`src/rtl/sample_frame_pkg.sv`:
```
// Shared constants and state encodings for the ADC sample-frame receiver.
package sample_frame_pkg;

    localparam int SYNC_BIT  = 7;
    localparam int RSVD_BIT  = 6;
    localparam int PAYLOAD_W = 6;
    localparam int SAMPLE_W  = 12;

    typedef enum logic [1:0] {
        IDLE,
        START,
        DATA,
        STOP
    } rx_state_t;

    typedef enum logic {
        EXP_HI,
        EXP_LO
    } dec_state_t;

endpackage

```
`src/rtl/uart_byte_rx.sv`:
```
// 8N1 byte receiver: input synchroniser, mid-bit sampling and byte FSM.
// byte_valid_o / frame_err_o are asserted combinationally in the stop-sample cycle.
module uart_byte_rx
    import sample_frame_pkg::*;
#(
    parameter int CLKS_PER_BIT = 10
) (
    input  logic       clk_i,
    input  logic       rst_i,
    input  logic       rx_i,
    output logic [7:0] byte_o,
    output logic       byte_valid_o,
    output logic       frame_err_o
);

    localparam int CNT_W = $clog2(CLKS_PER_BIT + 1);
    localparam logic [CNT_W-1:0] HALF = CNT_W'(CLKS_PER_BIT / 2);
    localparam logic [CNT_W-1:0] FULL = CNT_W'(CLKS_PER_BIT);
    localparam logic [CNT_W-1:0] ONE  = CNT_W'(1);

    logic             rx_meta_q, rx_sync_q;
    logic [1:0]       fill_q, fill_d;
    logic             armed_q, armed_d;
    rx_state_t        state_q, state_d;
    logic [CNT_W-1:0] cnt_q, cnt_d;
    logic [2:0]       bit_q, bit_d;
    logic [7:0]       shift_q, shift_d;

    // fill_q tracks when both synchroniser stages hold real pin samples, so the
    // reset value of 1 can never be mistaken for the line having been seen high.
    always_ff @(posedge clk_i or posedge rst_i) begin
        if (rst_i) begin
            rx_meta_q <= 1'b1;
            rx_sync_q <= 1'b1;
            fill_q    <= 2'b00;
            armed_q   <= 1'b0;
            state_q   <= IDLE;
            cnt_q     <= '0;
            bit_q     <= '0;
            shift_q   <= '0;
        end else begin
            rx_meta_q <= rx_i;
            rx_sync_q <= rx_meta_q;
            fill_q    <= fill_d;
            armed_q   <= armed_d;
            state_q   <= state_d;
            cnt_q     <= cnt_d;
            bit_q     <= bit_d;
            shift_q   <= shift_d;
        end
    end

    always_comb begin
        state_d      = state_q;
        cnt_d        = cnt_q + ONE;
        bit_d        = bit_q;
        shift_d      = shift_q;
        fill_d       = {fill_q[0], 1'b1};
        byte_valid_o = 1'b0;
        frame_err_o  = 1'b0;

        case (state_q)
            IDLE: begin
                cnt_d = cnt_q;
                if (armed_q && !rx_sync_q) begin
                    state_d = START;
                    cnt_d   = ONE;
                end
            end
            START: begin
                if (cnt_q == HALF) begin
                    if (!rx_sync_q) begin
                        state_d = DATA;
                        cnt_d   = ONE;
                        bit_d   = '0;
                    end else begin
                        state_d = IDLE;
                    end
                end
            end
            DATA: begin
                if (cnt_q == FULL) begin
                    shift_d = {rx_sync_q, shift_q[7:1]};
                    cnt_d   = ONE;
                    if (bit_q == 3'd7) begin
                        state_d = STOP;
                    end else begin
                        bit_d = bit_q + 3'd1;
                    end
                end
            end
            STOP: begin
                if (cnt_q == FULL) begin
                    byte_valid_o = rx_sync_q;
                    frame_err_o  = !rx_sync_q;
                    state_d      = IDLE;
                end
            end
            default: state_d = IDLE;
        endcase

        // A start edge is only honoured after the line has been high in IDLE.
        armed_d = (state_d == IDLE) && fill_q[1] && rx_sync_q;
    end

    assign byte_o = shift_q;

endmodule

```
`src/rtl/sample_frame_rx.sv`:
```
// Receives the ADC UART stream and decodes two-byte frames into 12-bit samples.
// CLK_FREQ / BAUD must give at least 4 clocks per bit.
module sample_frame_rx
    import sample_frame_pkg::*;
#(
    parameter int CLK_FREQ = 36_750_000,
    parameter int BAUD     = 115_200
) (
    input  logic                clk_i,
    input  logic                rst_i,
    input  logic                uart_rx_i,
    output logic [SAMPLE_W-1:0] sample_o,
    output logic                sample_valid_o,
    output logic                frame_err_o,
    output logic                sync_err_o
);

    localparam int CLKS_PER_BIT = CLK_FREQ / BAUD;

    logic [7:0] rx_byte;
    logic       rx_byte_valid;
    logic       rx_frame_err;

    uart_byte_rx #(
        .CLKS_PER_BIT(CLKS_PER_BIT)
    ) u_byte_rx (
        .clk_i       (clk_i),
        .rst_i       (rst_i),
        .rx_i        (uart_rx_i),
        .byte_o      (rx_byte),
        .byte_valid_o(rx_byte_valid),
        .frame_err_o (rx_frame_err)
    );

    dec_state_t           dec_state_q, dec_state_d;
    logic [PAYLOAD_W-1:0] hi_q, hi_d;
    logic [SAMPLE_W-1:0]  sample_q, sample_d;
    logic                 sample_valid_q, sample_valid_d;
    logic                 sync_err_q, sync_err_d;
    logic                 frame_err_q, frame_err_d;

    always_ff @(posedge clk_i or posedge rst_i) begin
        if (rst_i) begin
            dec_state_q    <= EXP_HI;
            hi_q           <= '0;
            sample_q       <= '0;
            sample_valid_q <= 1'b0;
            sync_err_q     <= 1'b0;
            frame_err_q    <= 1'b0;
        end else begin
            dec_state_q    <= dec_state_d;
            hi_q           <= hi_d;
            sample_q       <= sample_d;
            sample_valid_q <= sample_valid_d;
            sync_err_q     <= sync_err_d;
            frame_err_q    <= frame_err_d;
        end
    end

    // A framing error leaves the decoder untouched; only good bytes advance it.
    always_comb begin
        dec_state_d    = dec_state_q;
        hi_d           = hi_q;
        sample_d       = sample_q;
        sample_valid_d = 1'b0;
        sync_err_d     = 1'b0;
        frame_err_d    = rx_frame_err;

        if (rx_byte_valid) begin
            if (rx_byte[RSVD_BIT]) begin
                sync_err_d  = 1'b1;
                dec_state_d = EXP_HI;
            end else if (rx_byte[SYNC_BIT]) begin
                // A second hi byte orphans the first but still starts a new frame.
                sync_err_d  = (dec_state_q == EXP_LO);
                hi_d        = rx_byte[PAYLOAD_W-1:0];
                dec_state_d = EXP_LO;
            end else if (dec_state_q == EXP_LO) begin
                sample_d       = {hi_q, rx_byte[PAYLOAD_W-1:0]};
                sample_valid_d = 1'b1;
                dec_state_d    = EXP_HI;
            end else begin
                sync_err_d = 1'b1;
            end
        end
    end

    assign sample_o       = sample_q;
    assign sample_valid_o = sample_valid_q;
    assign sync_err_o     = sync_err_q;
    assign frame_err_o    = frame_err_q;

endmodule

```
`config.mk`:
```
export PLATFORM = sky130hd
export DESIGN_NAME = sample_frame_rx
export DESIGN_NICKNAME = d
export VERILOG_FILES = /design/src/rtl/sample_frame_pkg.sv /design/src/rtl/uart_byte_rx.sv /design/src/rtl/sample_frame_rx.sv
export SDC_FILE = /design/constraint.sdc
export NUM_CORES = 1
export LEC_CHECK = 0
export CORE_ASPECT_RATIO = 0.6
export CORE_MARGIN = 3
export CORE_UTILIZATION = 53
export DETAILED_ROUTE_END_ITERATION = 16
export GPL_TIMING_DRIVEN = 0
export PLACE_DENSITY_LB_ADDON = 0.12
export SYNTH_ARGS = -nofsm -noshare
export SYNTH_HDL_FRONTEND = slang
export SYNTH_SLANG_ARGS = --single-unit
```
`constraint.sdc`:
```
create_clock -name clk_i -period 2.3 [get_ports clk_i]
set_clock_uncertainty 0.05 [all_clocks]
set_input_delay 0.23 -clock clk_i [delete_from_list [all_inputs] [get_ports clk_i]]
set_output_delay 0.23 -clock clk_i [all_outputs]
set_load 0.05 [all_outputs]
```
* After elaboration in Yosys (flattened, before gate mapping) *
Cells that the tools add are included.

cells by class
  multiplexer cells = 31
  reductions and logical operators = 11
  equality and inequality tests = 11
  bitwise logic cells = 2
  add/subtract/negate cells = 2

operator list
  cell                                                   number
  two-way mux 9 bit                                      4
  one-hot mux 9 bit (3 select lines)                     1
  two-way mux 1 bit                                      14
  two-way mux 2 bit                                      6
  two-way mux 3 bit                                      4
  adder 9 x 1 -> 9 bit, second input constant            1
  == test 9 x 8 -> 1 bit, second input constant          1
  == test 9 bit, second input constant                   1
  one-hot mux 2 bit (4 select lines)                     1
  inequality test 2 x 1 -> 1 bit, second input constant  3
  one-hot mux 3 bit (2 select lines)                     1
  AND reduction 5 bit                                    1
  == test 2 bit, second input constant                   2
  zero test 2 bit                                        2
  inequality test 2 bit, second input constant           2
  AND reduction 4 bit                                    1
  adder 3 x 1 -> 3 bit, second input constant            1
  == test 3 bit, second input constant                   1
  logical AND 1 bit                                      3
  AND reduction 3 bit                                    1
  == test 2 x 1 -> 1 bit, second input constant          1
  inverter 1 bit                                         2
  AND reduction 2 bit                                    1
  nonzero test 2 bit                                     1
  zero test 1 bit                                        1

word-level totals
  output and inout bits = 15
  register bits after elaboration = 49
  logic and storage cells = 71
  input port bits = 3

* Depth between registers and ports, before layout *
Gate-level depths: netlist of the first run.

  depth in word-level cells = 7
  depth in mapped cells = 7
  depth with buffers taken out = 6

* Modules after synthesis *
A second synthesis of the first run with hierarchy kept.

second synthesis, totals
  cell total of the unflattened synthesis = 170
  area total of the unflattened synthesis = 2277.2 sq um

by module, submodules not included
  module           area each (sq um)  instances  cells each
  uart_byte_rx     1396.3             1          120
  sample_frame_rx  880.8              1          50

* Worst setup path before layout of the first run *
Ideal clock, no wire load.

  kind = reg2reg
  start = register u_byte_rx.cnt_q[0]
  end = register sample_q[0] (netlist: sample_o[0])
  setup slack = 0.308 ns
  data required time = 2.125 ns
  arrival time = 1.817 ns
  library setup time = 0.125 ns
  period minus slack after synthesis = 1.992 ns
  buffers on the path = 1
  stages on the path, launching flop included = 8
  path through = dfrtp_1 > ha_1 > nor2b_1 > and4b_4 > and3_4 > nand4b_4 > buf_6 > mux2_4

on the way
  word-level cells in the longest chain between the ends = 4

RTL lines
  what                           RTL line               text
  start: declaration             uart_byte_rx.sv:25     logic [CNT_W-1:0] cnt_q, cnt_d;
  start signal: assignment       uart_byte_rx.sv:47     cnt_q <= cnt_d;
  == test 9 bit                  uart_byte_rx.sv:93     if (cnt_q == FULL) begin
  two-way mux 1 bit              uart_byte_rx.sv:93
  two-way mux 1 bit              uart_byte_rx.sv:62     case (state_q)
  AND reduction 4 bit (no line)  n/a
  end signal: assignment         sample_frame_rx.sv:53  sample_q <= sample_d;
  end: declaration               sample_frame_rx.sv:37  logic [SAMPLE_W-1:0] sample_q, sample_d;

No other way between the ends.
A chain may end at the register's enable or synchronous reset.

* Worst setup path in the final report of the first run *
  start = register u_byte_rx.cnt_q[1]
  end = register sample_q[1] (netlist: sample_o[1])

Same word-level chain as after synthesis.

==> impl_metrics.tcl, run 1 <==
set metrics [dict create \
    clockRootBuffer "clkbuf_8" \
    grt_pass1_vias 1382 \
    ios 18 \
    cts_sinks 49 \
    critPathMaxFanout 10 \
    gp_congestion 0.885 \
    antenna_left 0 \
    post-route-period-util_pct 97.0 \
    die_x_um 89.8 \
    tightest_slew_ps 496 \
    crit_arrival_ps 2360 \
    htreeDepth 2 \
    antenna_found_initial 0 \
    num_rows 17 \
    synth_area_um2 2230 \
    vias 1421 \
    synth_top_flop_cell "dfrtp_1" \
    clockBufferDepth 2 \
    clk_latency_ps 300 \
    slowest_delay_ps 440 \
    stdcell_area_um2 2600 \
    syn_nets 187 \
    layout_common_cells "46 x dfrtp_1, 19 x nand2_1, 17 x clkdlybuf4s50_1" \
    cp_top_family "simple AND/OR/NAND/NOR gates" \
    ir_drop_mv 0.425 \
    start_kind "flip-flop" \
    hold_viol 0 \
    io_buffers 17 \
    slew-limit-headroom_pct 66.8 \
    utilization_pct 67.5 \
    ys_seq_area_share_pct 55.1 \
    placed_cell_area_um2 2490 \
    start_util_pct 57.9 \
    drive_above_1_share_pct 24.3 \
    cts_tree "done" \
    dp.cells 251 \
    post-place-ws_ps 69.2 \
    syn-instance-count 176 \
    use_met2_pct 23.5 \
    crit_buf_inv 1 \
    crit_required_ps 2430 \
    core_area_um2 3850 \
    numCtsBuffers 5 \
    finalPower_w 0.00183 \
    nFillCells 275 \
    final_cells 259 \
    yosysTopAreaCell "dfrtp_1" \
    p_per_area_nw_per_um2 706 \
    drv_cap 0 \
    synth-edff-count 0 \
    slew_viol_final 0 \
    hpwl_mm 2.91 \
    synth_top_area_share_pct 52.7 \
    fin_nets 212 \
    area_growth_pct 16.4 \
    track_usage_pct 17.2 \
    end_kind "flip-flop" \
    grt_max_degree 47 \
    drt-vias-per-instance 5.49 \
    grt_pass1_wl_mm 6.77 \
    clk_pin_slew_worst_paths_ps 80 \
    use_met3_pct 4.42 \
    status "finished clean" \
    syn_avg_cell_area_um2 12.7 \
    setup_violations 0 \
    period_needed_ps 2230 \
    power_leakage_nw 1.30 \
    ys.warnings.count 0 \
    dieHeight_um 56.3 \
    synth_area_leaders "dfrtp_1 53%, mux2_2 8.1%, mux2_4 6.7%, ha_1 4.5%, nand2_1 3.2%" \
    crit_chain "ha_1, nor2b_2, and4b_4, and3_4, nand4b_4, buf_6, mux2_4" \
    met1_usage_pct 26.4 \
    final_common_cell "dfrtp_1" \
    die_area_um2 5050 \
    dr.first_iter.drc_count 89 \
    worst_slack_ps 69.3 \
    synthArstFlopShare_pct 100 \
    first_pass_iters 4 \
    max_freq_ghz 0.448 \
    drc_errors 0 \
    critPathSlowestCell "dfrtp_1" \
    synth-seq-cells 49 \
    synth_cell_types 42 \
    top_usage_layer "met1" \
    hold_class "in2async" \
    overflow 0 \
    drt-wirelength-per-cell_um 15.5 \
    finalWirelength_mm 4.02 \
    path_class "reg2reg" \
    diodes 0 \
]
## cell type report
class | count | area [um^2] | area share, %
Buffer | 4 | 22.5 | 0.867
Timing Repair Buffer | 18 | 190 | 7.32
Inverter | 7 | 26.3 | 1.01
Clock buffer | 7 | 96.3 | 3.71
Sequential cell | 49 | 1230 | 47.4
Multi-Input combinational cell | 116 | 956 | 36.8
Tap cell | 57 | 71.3 | 2.75
Clock inverter | 1 | 5.00 | 0.193
## state kept, by name (all words and copies together), names as in the netlist
signal and cells:
frame_err_o 1, u_byte_rx.armed_q 1, sync_err_o 1, u_byte_rx.cnt_q 9
u_byte_rx.byte_o 8, u_byte_rx.state_q 2, u_byte_rx.fill_q 2, hi_q 6
u_byte_rx.rx_meta_q 1, sample_valid_o 1, u_byte_rx.bit_q 3, sample_o 12
dec_state_q 1, u_byte_rx.rx_sync_q 1
## worst paths after layout
check                                         start                  end  slack (ps)  cells past startpoint
max in group asynchronous                     rst_i  u_byte_rx.rx_meta_q        1660                      3
min in group clk_i                        uart_rx_i  u_byte_rx.rx_meta_q         290                      1
worst max-delay path             u_byte_rx.cnt_q[1]          sample_o[1]          70                      7
worst max register to register   u_byte_rx.cnt_q[1]          sample_o[1]          70                      7
worst min-delay path                          rst_i   u_byte_rx.bit_q[2]          60                      2
worst min register to register  u_byte_rx.fill_q[0]  u_byte_rx.fill_q[1]         300                      0
## through the flow
step,TNS [ps],hold slack (ps)
finish,0,61.7
global route,-107,44.4
floorplan,0,184
global placement,0,285
detailed placement,0,286
CTS,0,48.8
## cells in the mapped netlist (2+ instances only)
library cell	count
dfrtp_1	47
and3_1	4
nor3_1	4
nor2_1	9
xor2_1	2
xnor2_1	2
dfstp_2	2
nand4_1	4
a221oi_1	3
mux2i_1	2
inv_1	7
ha_1	8
o21ai_0	6
nand2_1	19
clkbuf_1	3
mux2_2	16
o2bb2ai_1	3
nor2b_1	2
mux2_4	10
## what timing repair did
item,in CTS,in global routing
hold buffers,0,0
buffers inserted,0,0
endpoints found under the setup margin,0,11
gates resized for setup,0,3
## where the power goes
part           leakage, nW  internal (W)  switching (W)  total (W)
clock               0.0542      0.000272       0.000266   0.000538
sequential           0.666      0.000903      0.0000459   0.000949
combinational        0.576      0.000136       0.000212   0.000348
total                 1.30       0.00131       0.000524    0.00183
## cells by family (layout without fill, tap and decap cells)
family	Yosys count	count (layout)	synth area share, %
xor gates and xnor gates	4	4	1.57
other	1	1	0.168
muxes	28	28	15.7
AOI/OAI and AO/OA	22	22	7.40
and+or+nand+nor	53	53	13.4
adders and majority gates	8	8	4.49
DFF	49	49	55.1
buffers and inverters	11	37	2.19
## metal layers
metal  vias to the layer above  share of wire [%]
met2                        33                 44
met1                       708                 51
li1                        675                  -
met3                         5                4.5
met5                         -                  0
met4                         0               0.85
Note: power is estimated with default switching activity, not from simulation.
==> inputs of run 2 (changes only) <==
--- a/config.mk
+++ b/config.mk
@@ -5,12 +5,14 @@
 export SDC_FILE = /design/constraint.sdc
 export NUM_CORES = 1
 export LEC_CHECK = 0
+export ABC_CLOCK_PERIOD_IN_PS = 2300
+export CAP_MARGIN = 20
 export CORE_ASPECT_RATIO = 0.6
 export CORE_MARGIN = 3
 export CORE_UTILIZATION = 53
 export DETAILED_ROUTE_END_ITERATION = 16
 export GPL_TIMING_DRIVEN = 0
-export PLACE_DENSITY_LB_ADDON = 0.12
+export PLACE_DENSITY = 0.77
 export SYNTH_ARGS = -nofsm -noshare
 export SYNTH_HDL_FRONTEND = slang
 export SYNTH_SLANG_ARGS = --single-unit
==> run 2 against run 1 <==
Net effect: via count rose by 2.3%; cell count grew 0.39%; register-to-register slack improved by 40 ps.
==> impl_metrics.tcl, run 2 (synthesized netlist as in run 1, its figures left out) <==
set metrics [dict create \
    track_usage_pct 18.4 \
    grt_pass1_wl_mm 7.22 \
    max_freq_ghz 0.457 \
    finalPower_w 0.00194 \
    hold_class "in2async" \
    cts_sinks 49 \
    slew-limit-headroom_pct 66.6 \
    final_cells 260 \
    drt-vias-per-instance 5.59 \
    antenna_found_initial 0 \
    overflow 0 \
    post-route-period-util_pct 95.2 \
    nFillCells 283 \
    dp.cells 251 \
    gp_congestion 0.868 \
    grt_pass1_vias 1456 \
    vias 1454 \
    p_per_area_nw_per_um2 739 \
    layout_common_cells "46 x dfrtp_1, 19 x nand2_1, 17 x clkdlybuf4s50_1" \
    htreeDepth 2 \
    dr.first_iter.drc_count 104 \
    first_pass_iters 4 \
    clk_pin_slew_worst_paths_ps 90 \
    end_kind "flip-flop" \
    status "finished clean" \
    io_buffers 17 \
    slew_viol_final 0 \
    start_kind "flip-flop" \
    grt_max_degree 28 \
    crit_arrival_ps 2320 \
    crit-reg2reg-capture "sample_o[0]" \
    fin_nets 213 \
    ios 18 \
    core_area_um2 3850 \
    finalWirelength_mm 4.19 \
    drive_above_1_share_pct 24.1 \
    rsz0062_at_grt "no" \
    num_rows 17 \
    tightest_slew_ps 500 \
    drc_errors 0 \
    largest_reg_flops 12 \
    drt-wirelength-per-cell_um 16.1 \
    period_needed_ps 2190 \
    path_class "reg2reg" \
    hpwl_mm 3.07 \
    diodes 0 \
    final_common_cell "dfrtp_1" \
    die_area_um2 5050 \
    power_leakage_nw 1.31 \
    cts_tree "done" \
    start_util_pct 57.9 \
    ir_drop_mv 0.363 \
    tns_ps 0 \
    drv_cap 0 \
    cp-startpoint "u_byte_rx.cnt_q[0]" \
    clockBufferDepth 2 \
    crit_required_ps 2430 \
    setup_violations 0 \
    hold_viol 0 \
    clockRootBuffer "clkbuf_8" \
    rrSetupSlack_ps 110 \
    die_x_um 89.8 \
    r2r_cells 7 \
    antenna_left 0 \
    numCtsBuffers 5 \
    critPathMaxFanout 10 \
    clk_latency_ps 300 \
    area_growth_pct 17.4 \
    crit_end "sample_o[0]" \
    worst_r2r_startpoint "u_byte_rx.cnt_q[0]" \
    dieHeight_um 56.3 \
]
==> run 2: cell count changes in the layout (fill, tap and decap cells not counted) <==
| cell | previous run | this run |
|---|---|---|
| o21ai_0 | 5 | 4 |
| clkinv_2 | 1 | 0 |
| clkbuf_1 | 3 | 4 |
| bufinv_16 | 0 | 1 |
| buf_4 | 0 | 1 |
| clkbuf_8 | 7 | 6 |
| o21ai_1 | 1 | 2 |
==> run 2: worst max-delay path: stages (launching register included) <==
cell and delay, ps:
dfrtp_2 420, ha_1 220, nor2b_2 220, and4b_4 300, and3_4 230, nand4b_4 140, buf_6 190, mux2_4 300
==> run 2: metal layers <==
metal | GRT usage, % | part of all wire [%] | routed length (um) | vias to the layer above
li1 | - | - | - | 681
met1 | 26.4 | 47 | 1990 | 717
met2 | 27.2 | 45 | 1870 | 49
met3 | 4.55 | 6.3 | 266 | 7
met4 | 6.77 | 1.5 | 62 | 0
met5 | 0 | 0 | 0 | -
==> run 2: worst min path at each step <==
stage                   startpoint             endpoint
2_1_floorplan            uart_rx_i  u_byte_rx.rx_meta_q
3_3_place_gp   u_byte_rx.fill_q[0]  u_byte_rx.fill_q[1]
3_5_place_dp   u_byte_rx.fill_q[0]  u_byte_rx.fill_q[1]
4_1_cts                      rst_i          sample_o[9]
5_1_grt                      rst_i          sample_o[9]
6_report                     rst_i          sample_o[9]
==> run 2: cell type report <==
class                      count  area (um^2)  area share (%)
inverter                       7         26.3            1.00
buffer                         4         22.5           0.860
multi-input combinational    116          956            36.5
sequential                    49         1230            46.9
timing repair buffer          19          198            7.55
tap                           57         71.3            2.72
clock buffer                   7         86.3            3.30
clock inverter                 1         30.0            1.15
==> run 2: through the flow <==
stage,setup WS [ps],area [um^2],util (%),hold slack (ps)
final,111,2620,68.1,233
after global routing,19.2,2620,68.1,295
after CTS,7.99,2610,67.8,250
after detailed placement,50.2,2490,64.7,286
after global placement,26.7,2470,64.2,286
after floorplan,308,2230,-,184
==> run 2: report_power, final <==
part	switching (W)	internal, W	total, W
Combinational	0.000223	0.000143	0.000367
Clock	0.000273	0.000355	0.000628
Sequential	0.0000392	0.000903	0.000942
==> run 2: repair_timing <==
item	4_1_cts	5_1_grt
hold buffers	0	0
buffers inserted	0	1
gates resized for setup	0	4
endpoints found under the setup margin	0	24
